File: src/rtl/uart_pkg.sv
// rtl/uart_pkg.sv - shared types and register map for the MMIO UART transmitter
// Optional UART_TX_PARITY_EN adds the PARITY state to the FSM enum.
package uart_pkg;

  typedef enum logic [2:0] {
    ST_IDLE,
    ST_START,
    ST_DATA,
`ifdef UART_TX_PARITY_EN
    ST_PARITY,
`endif
    ST_STOP
  } uart_state_e;

  localparam logic [15:0] TXDATA_OFS = 16'd0;
  localparam logic [15:0] STATUS_OFS = 16'd4;

  localparam int STAT_FULL    = 0;
  localparam int STAT_EMPTY   = 1;
  localparam int STAT_BUSY    = 2;
  localparam int STAT_OVF     = 3;
  localparam int STAT_CNT_LSB = 8;

endpackage

File: src/rtl/uart_tx_fifo.sv
// rtl/uart_tx_fifo.sv - byte FIFO with show-ahead head output
// A push while full is accepted only when a pop frees a slot in the same cycle.
module uart_tx_fifo #(
  parameter int DEPTH = 16,
  parameter int AW    = $clog2(DEPTH)
) (
  input  logic          clk_i,
  input  logic          rstn_i,
  input  logic          push_i,
  input  logic          pop_i,
  input  logic [7:0]    din_i,
  output logic [7:0]    dout_o,
  output logic          full_o,
  output logic          empty_o,
  output logic [AW:0]   count_o
);

  logic [7:0]    r_mem [DEPTH];
  logic [AW-1:0] r_wr_ptr;
  logic [AW-1:0] r_rd_ptr;
  logic [AW:0]   r_count;
  logic          w_do_push;
  logic          w_do_pop;

  assign full_o    = (r_count == (AW+1)'(DEPTH));
  assign empty_o   = (r_count == '0);
  assign count_o   = r_count;
  assign dout_o    = r_mem[r_rd_ptr];
  assign w_do_pop  = pop_i & ~empty_o;
  assign w_do_push = push_i & (~full_o | w_do_pop);

  always_ff @(posedge clk_i) begin
    if (w_do_push) begin
      r_mem[r_wr_ptr] <= din_i;
    end
  end

  // Power-of-two depth lets the pointers wrap by natural overflow.
  always_ff @(posedge clk_i or negedge rstn_i) begin
    if (!rstn_i) begin
      r_wr_ptr <= '0;
      r_rd_ptr <= '0;
      r_count  <= '0;
    end else begin
      if (w_do_push) begin
        r_wr_ptr <= r_wr_ptr + AW'(1);
      end
      if (w_do_pop) begin
        r_rd_ptr <= r_rd_ptr + AW'(1);
      end
      case ({w_do_push, w_do_pop})
        2'b10:   r_count <= r_count + (AW+1)'(1);
        2'b01:   r_count <= r_count - (AW+1)'(1);
        default: r_count <= r_count;
      endcase
    end
  end

endmodule

File: src/rtl/mmio_uart_tx.sv
// rtl/mmio_uart_tx.sv - memory-mapped UART transmitter with TX FIFO and status register
// Define UART_TX_PARITY_EN for 11-bit frames with an even parity bit.
module mmio_uart_tx
  import uart_pkg::*;
#(
  parameter int          CLKS_PER_BIT = 868,
  parameter int          FIFO_DEPTH   = 16,
  parameter logic [15:0] BASE_ADDR    = 16'h8000
) (
  input  logic        clk_i,
  input  logic        rstn_i,
  input  logic [15:0] addr_i,
  input  logic [31:0] data_i,
  input  logic        we_i,
  input  logic        re_i,
  output logic [31:0] rdata_o,
  output logic        tx_o,
  output logic        busy_o
);

  localparam int          AW       = $clog2(FIFO_DEPTH);
  localparam int          BW       = (CLKS_PER_BIT > 1) ? $clog2(CLKS_PER_BIT) : 1;
  localparam logic [15:0] TX_ADDR  = BASE_ADDR + TXDATA_OFS;
  localparam logic [15:0] ST_ADDR  = BASE_ADDR + STATUS_OFS;

  uart_state_e r_state;
  uart_state_e w_next;
  logic [BW-1:0] r_baud;
  logic [2:0]    r_bit;
  logic [7:0]    r_shift;
  logic          r_tx;
  logic          r_ovf;
  logic [31:0]   r_rdata;
  logic          w_pop;
  logic          w_line;
  logic          w_wrap;
  logic          w_wr_tx;
  logic          w_ovf_set;
  logic          w_ovf_clr;
  logic [7:0]    w_dout;
  logic          w_full;
  logic          w_empty;
  logic [AW:0]   w_count;
  logic [31:0]   w_status;
  logic          w_unused_data;
`ifdef UART_TX_PARITY_EN
  logic          r_par;
`endif

  assign w_unused_data = ^data_i[31:8];
  assign w_wrap    = (r_baud == BW'(CLKS_PER_BIT - 1));
  assign w_wr_tx   = we_i & (addr_i == TX_ADDR);
  assign w_ovf_set = w_wr_tx & w_full & ~w_pop;
  assign w_ovf_clr = we_i & (addr_i == ST_ADDR) & data_i[STAT_OVF];
  assign busy_o    = (r_state != ST_IDLE) | ~w_empty;
  assign tx_o      = r_tx;
  assign rdata_o   = r_rdata;

  uart_tx_fifo #(
    .DEPTH (FIFO_DEPTH)
  ) u_fifo (
    .clk_i   (clk_i),
    .rstn_i  (rstn_i),
    .push_i  (w_wr_tx),
    .pop_i   (w_pop),
    .din_i   (data_i[7:0]),
    .dout_o  (w_dout),
    .full_o  (w_full),
    .empty_o (w_empty),
    .count_o (w_count)
  );

  always_comb begin
    w_status                          = '0;
    w_status[STAT_FULL]               = w_full;
    w_status[STAT_EMPTY]              = w_empty;
    w_status[STAT_BUSY]               = busy_o;
    w_status[STAT_OVF]                = r_ovf;
    w_status[STAT_CNT_LSB +: AW+1]    = w_count;
  end

  always_comb begin
    w_next = r_state;
    w_pop  = 1'b0;
    w_line = 1'b1;
    case (r_state)
      ST_IDLE: begin
        if (!w_empty) begin
          w_pop  = 1'b1;
          w_next = ST_START;
        end
      end
      ST_START: begin
        w_line = 1'b0;
        if (w_wrap) w_next = ST_DATA;
      end
      ST_DATA: begin
        w_line = r_shift[0];
        if (w_wrap && r_bit == 3'd7) begin
`ifdef UART_TX_PARITY_EN
          w_next = ST_PARITY;
`else
          w_next = ST_STOP;
`endif
        end
      end
`ifdef UART_TX_PARITY_EN
      ST_PARITY: begin
        w_line = r_par;
        if (w_wrap) w_next = ST_STOP;
      end
`endif
      ST_STOP: begin
        if (w_wrap) w_next = ST_IDLE;
      end
      default: w_next = ST_IDLE;
    endcase
  end

  // The line register follows the state one cycle later, so every bit keeps its full width.
  always_ff @(posedge clk_i or negedge rstn_i) begin
    if (!rstn_i) begin
      r_state <= ST_IDLE;
      r_baud  <= '0;
      r_bit   <= '0;
      r_shift <= '0;
      r_tx    <= 1'b1;
`ifdef UART_TX_PARITY_EN
      r_par   <= 1'b0;
`endif
    end else begin
      r_state <= w_next;
      r_tx    <= w_line;
      if (r_state == ST_IDLE || w_next != r_state || w_wrap) begin
        r_baud <= '0;
      end else begin
        r_baud <= r_baud + BW'(1);
      end
      if (w_pop) begin
        r_shift <= w_dout;
        r_bit   <= '0;
`ifdef UART_TX_PARITY_EN
        r_par   <= ^w_dout;
`endif
      end else if (r_state == ST_DATA && w_wrap) begin
        r_shift <= {1'b0, r_shift[7:1]};
        r_bit   <= r_bit + 3'd1;
      end
    end
  end

  // An overflow in the same cycle as a clear wins, so no dropped byte goes unreported.
  always_ff @(posedge clk_i or negedge rstn_i) begin
    if (!rstn_i) begin
      r_ovf   <= 1'b0;
      r_rdata <= '0;
    end else begin
      r_ovf <= w_ovf_set | (r_ovf & ~w_ovf_clr);
      if (re_i) begin
        r_rdata <= (addr_i == ST_ADDR) ? w_status : 32'd0;
      end
    end
  end

endmodule
File: config.mk
export PLATFORM = sky130hd
export DESIGN_NAME = mmio_uart_tx
export DESIGN_NICKNAME = d
export VERILOG_FILES = /design/src/rtl/uart_pkg.sv /design/src/rtl/uart_tx_fifo.sv /design/src/rtl/mmio_uart_tx.sv
export SDC_FILE = /design/constraint.sdc
export NUM_CORES = 1
export LEC_CHECK = 0
export CORE_MARGIN = 1.5
export CORE_UTILIZATION = 35
export CTS_BUF_LIST = sky130_fd_sc_hd__clkbuf_4
export CTS_CLUSTER_SIZE = 8
export DETAILED_ROUTE_END_ITERATION = 12
export GPL_TIMING_DRIVEN = 0
export SYNTH_ARGS = -nofsm -noshare
export SYNTH_HDL_FRONTEND = slang
export SYNTH_SLANG_ARGS = --single-unit
File: constraint.sdc
create_clock -name clk_i -period 8.4 [get_ports clk_i]
set_clock_uncertainty 0.2 [all_clocks]
set_input_delay 2.1 -clock clk_i [delete_from_list [all_inputs] [get_ports clk_i]]
set_output_delay 2.1 -clock clk_i [all_outputs]
set_load 0.005 [all_outputs]
==> results of run 1 <==
[layout by cell type (no fill, tap or decap), types with 18 or more instances in the layout]
cell / Yosys / final
nand2_1: 28 / 28
clkdlybuf4s50_1: 0 / 37
edfxtp_1: 128 / 128
mux4_2: 36 / 36
dfrtp_1: 47 / 47
conb_1: 1 / 24
inv_1: 22 / 22
nor2_1: 26 / 26
clkbuf_4: 0 / 18
buf_4: 24 / 36
[sequential cells by signal, indices dropped and copies added (netlist names)]
signal and flops:
tx_o 1, u_fifo.r_rd_ptr 4, r_state 3, r_ovf 1, u_fifo.r_wr_ptr 4, r_shift 8, rdata_o 9, u_fifo.count_o 5
r_baud 10, u_fifo.r_mem 128, r_bit 3
[cells in the mapped netlist (all sizes together), types with 2 or more instances]
cell,number
a2111o,3
a21oi,2
a22o,2
and3,5
buf,32
clkbuf,13
dfrtp,47
edfxtp,128
ha,12
inv,23
mux2,3
mux2i,11
mux4,36
nand2,28
nand2b,3
nand3,10
nand4,4
nor2,30
nor2b,2
nor3,5
nor4,17
o21ai,20
or3,3
or4,2
xnor2,9
xor2,9
[area by class of cell]
type	instances	area share
sequential	176	0.575
multi-input combinational	252	0.260
timing repair buffer	51	0.0553
tap	275	0.0392
buffer	45	0.0325
clock buffer	18	0.0154
clock inverter	13	0.0130
inverter	24	0.0103
[layer usage]
| layer | wire [µm] | part of all wire | vias to the layer above | global-route usage |
|---|---|---|---|---|
| met5 | 0 | 0 | - | 0 |
| met4 | 135 | 0.0095 | 0 | 0.0397 |
| met3 | 790 | 0.056 | 9 | 0.0357 |
| met2 | 7030 | 0.50 | 95 | 0.233 |
| met1 | 6230 | 0.44 | 2006 | 0.174 |
| li1 | - | - | 1915 | - |
[path summary, 6_finish.rpt]
path	startpoint	to	depth (start not counted)
max	addr_i[13]	u_fifo.count_o[4]$_DFFE_PN0P_	13
min	r_baud[0]$_DFF_PN0_	r_baud[0]$_DFF_PN0_	1
max reg2reg	r_state[1]$_DFF_PN0_	u_fifo.count_o[4]$_DFFE_PN0P_	12
min reg2reg	r_baud[0]$_DFF_PN0_	r_baud[0]$_DFF_PN0_	1
max in group asynchronous	rstn_i	tx_o$_DFF_PN1_	2
min in group asynchronous	rstn_i	u_fifo.count_o[2]$_DFFE_PN0P_	1
[per-stage QoR]
stage	total power [W]	std cells	instance area, µm²	hold WS [ns]	utilization
2_1_floorplan	0.00141	497	7630	0.247	-
3_3_place_gp	0.00153	810	8350	0.270	0.396
3_5_place_dp	0.00155	823	8530	0.273	0.405
4_1_cts	0.00198	854	8780	0.290	0.416
5_1_grt	0.00206	854	8780	0.315	0.416
6_report	0.00195	854	8780	0.284	0.416
[kinds of logic after synthesis]
| family | Yosys count | share of synthesized area |
|---|---|---|
| flip-flops | 176 | 0.669 |
| AND/OR/NAND/NOR | 116 | 0.0833 |
| buffers and inverters | 69 | 0.0498 |
| multiplexers | 50 | 0.127 |
| AO/OA/AOI/OAI | 31 | 0.0271 |
| XOR/XNOR | 18 | 0.0209 |
| adder cells (fa/ha/maj) | 13 | 0.0226 |
| other | 1 | 0.000497 |
[power by group through the flow]
stage               Combinational [W]  Sequential (W)  Clock, W
CTS                          0.000522         0.00101  0.000450
floorplan                    0.000388         0.00102         0
detailed placement           0.000520         0.00103         0
global placement             0.000510         0.00102         0
finish                       0.000510         0.00101  0.000435
global route                 0.000567         0.00101  0.000479
==> impl_metrics.env, run 1 <==
export IMPL_worstSetupPathType="input port to flop"
export IMPL_ys_warn_count=0
export IMPL_seqPwrFrac=0.516
export IMPL_tns_ns=0
export IMPL_finalCriticalPeriod_ns=5.35
export IMPL_power_density_mw_per_mm2=222
export IMPL_worst_slew_pin_slew_ns=0.741
export IMPL_ios=86
export IMPL_port_buffers=38
export IMPL_antenna_cells=0
export IMPL_cts_buffers=17
export IMPL_chipWidth_um=150
export IMPL_p_leak_nw=3.13
export IMPL_cts_tree="done"
export IMPL_start_util=0.358
export IMPL_grt_pass1_vias=4241
export IMPL_drive_above_1_share=0.242
export IMPL_synth_avg_cell_area_um2=15.9
export IMPL_critPathArrivalTime_ns=5.59
export IMPL_dr_pass1_iters=5
export IMPL_syn_inst=474
export IMPL_post_place_ws_ns=2.47
export IMPL_setup_violations=0
export IMPL_synthTopCellsByArea="edfxtp_1, dfrtp_1, mux4_2"
export IMPL_synth_seq_cells=176
export IMPL_required_ns=8.64
export IMPL_path_buf_inv=3
export IMPL_ctsHoldBuffers=0
export IMPL_grt_pass1_wl_um=22900
export IMPL_cts_resized=0
export IMPL_p_int_w=0.00138
export IMPL_crit_chain="clkdlybuf4s50_1, nor4_1, and3_1, clkbuf_1, nand4_2, buf_2, ha_1, ha_1, nor2b_1, o21ai_0, a21oi_1, or3b_2, xnor2_1"
export IMPL_grt_max_degree=38
export IMPL_clk_pin_slew_ns=0.13
export IMPL_clock_sinks=176
export IMPL_post_route_period_util=0.637
export IMPL_synth_edf_count=128
export IMPL_yosysTopAreaCellShare=0.510
export IMPL_ctsHtreeMaxLevel=4
export IMPL_ant_nets=0
export IMPL_synth_cell_types=54
export IMPL_antenna_found_initial=0
export IMPL_ys_seq_area_frac=0.669
export IMPL_fillers=1942
export IMPL_register_area_mm2=0.00505
export IMPL_drt_iter0_drc=273
export IMPL_pwr_share_clk=0.223
export IMPL_fmax_mhz=187
export IMPL_synth_top_flop_cell="edfxtp_1"
export IMPL_p_sw_w=0.000570
export IMPL_gp_congestion=0.757
export IMPL_sw_frac_of_total=0.292
export IMPL_multi_input_area_mm2=0.00228
export IMPL_dpl_hpwl_um=10100
export IMPL_worst_path_dominant_cell_family="simple AND/OR/NAND/NOR gates"
export IMPL_wirelength_um=14200
export IMPL_clk_latency_ns=0.55
export IMPL_dieArea_mm2=0.0224
export IMPL_cap_violations=0
export IMPL_relSlewSlack=0.506
export IMPL_end_kind="flop"
export IMPL_start_kind="input port"
export IMPL_drcViolationCount=0
export IMPL_rsz0062_at_grt="no"
export IMPL_hold_violations=0
export IMPL_viasPerCell=4.71
export IMPL_layout_setup_ws_ns=3.05
export IMPL_yosys_area_top_type="edfxtp_1"
export IMPL_wl_per_cell_um=16.6
export IMPL_cp_common_cell="ha_1"
export IMPL_min_path_type="flop to flop"
export IMPL_coreArea_mm2=0.0211
export IMPL_slew_viol_final=0
export IMPL_synth_async_reset_ratio=0.273
export IMPL_num_nets_final=632
export IMPL_cts_setup_buffers=0
export IMPL_cts_path_max_buffers=2
export IMPL_critical_path_max_stage_delay_ns=0.45
export IMPL_die_h_um=150
export IMPL_irDropWorstVdd_v=0.000136
export IMPL_areaGrowthSynthToFinish_pct=16.4
export IMPL_r2r_slack_ns=4.57
export IMPL_share_comb_of_total_power=0.261
export IMPL_row_count=53
export IMPL_synth_area_mm2=0.00754
export IMPL_status="completed"
export IMPL_crit_path_max_fanout=10
export IMPL_cts_root_buffer="clkbuf_4"
export IMPL_vias=4025
export IMPL_grt_ovfl_total=0
export IMPL_grt_usage=0.138
export IMPL_cpMaxStageDelayCell="or3b_2"
No activity file was read; power rests on OpenSTA's default activity.
==> run 2, diff against run 1 <==
==> constraint.sdc (replaced) <==
create_clock -name clk_i -period 5.2 [get_ports clk_i]
set_clock_uncertainty 0.2 [all_clocks]
set_input_delay 1.3 -clock clk_i [delete_from_list [all_inputs] [get_ports clk_i]]
set_output_delay 1.3 -clock clk_i [all_outputs]
set_load 0.005 [all_outputs]
==> results of run 2 <==
The final DEF is identical to that of run 1. Status: completed.
Main changes from that run: setup slack after placement 2.47 ns -> 0.0721 ns; setup slack after layout 3.05 ns -> 0.648 ns; register-to-register setup slack 4.57 ns -> 1.37 ns; total power 0.00195 W -> 0.00315 W; worst IR drop on VDD 0.000136 V -> 0.000220 V
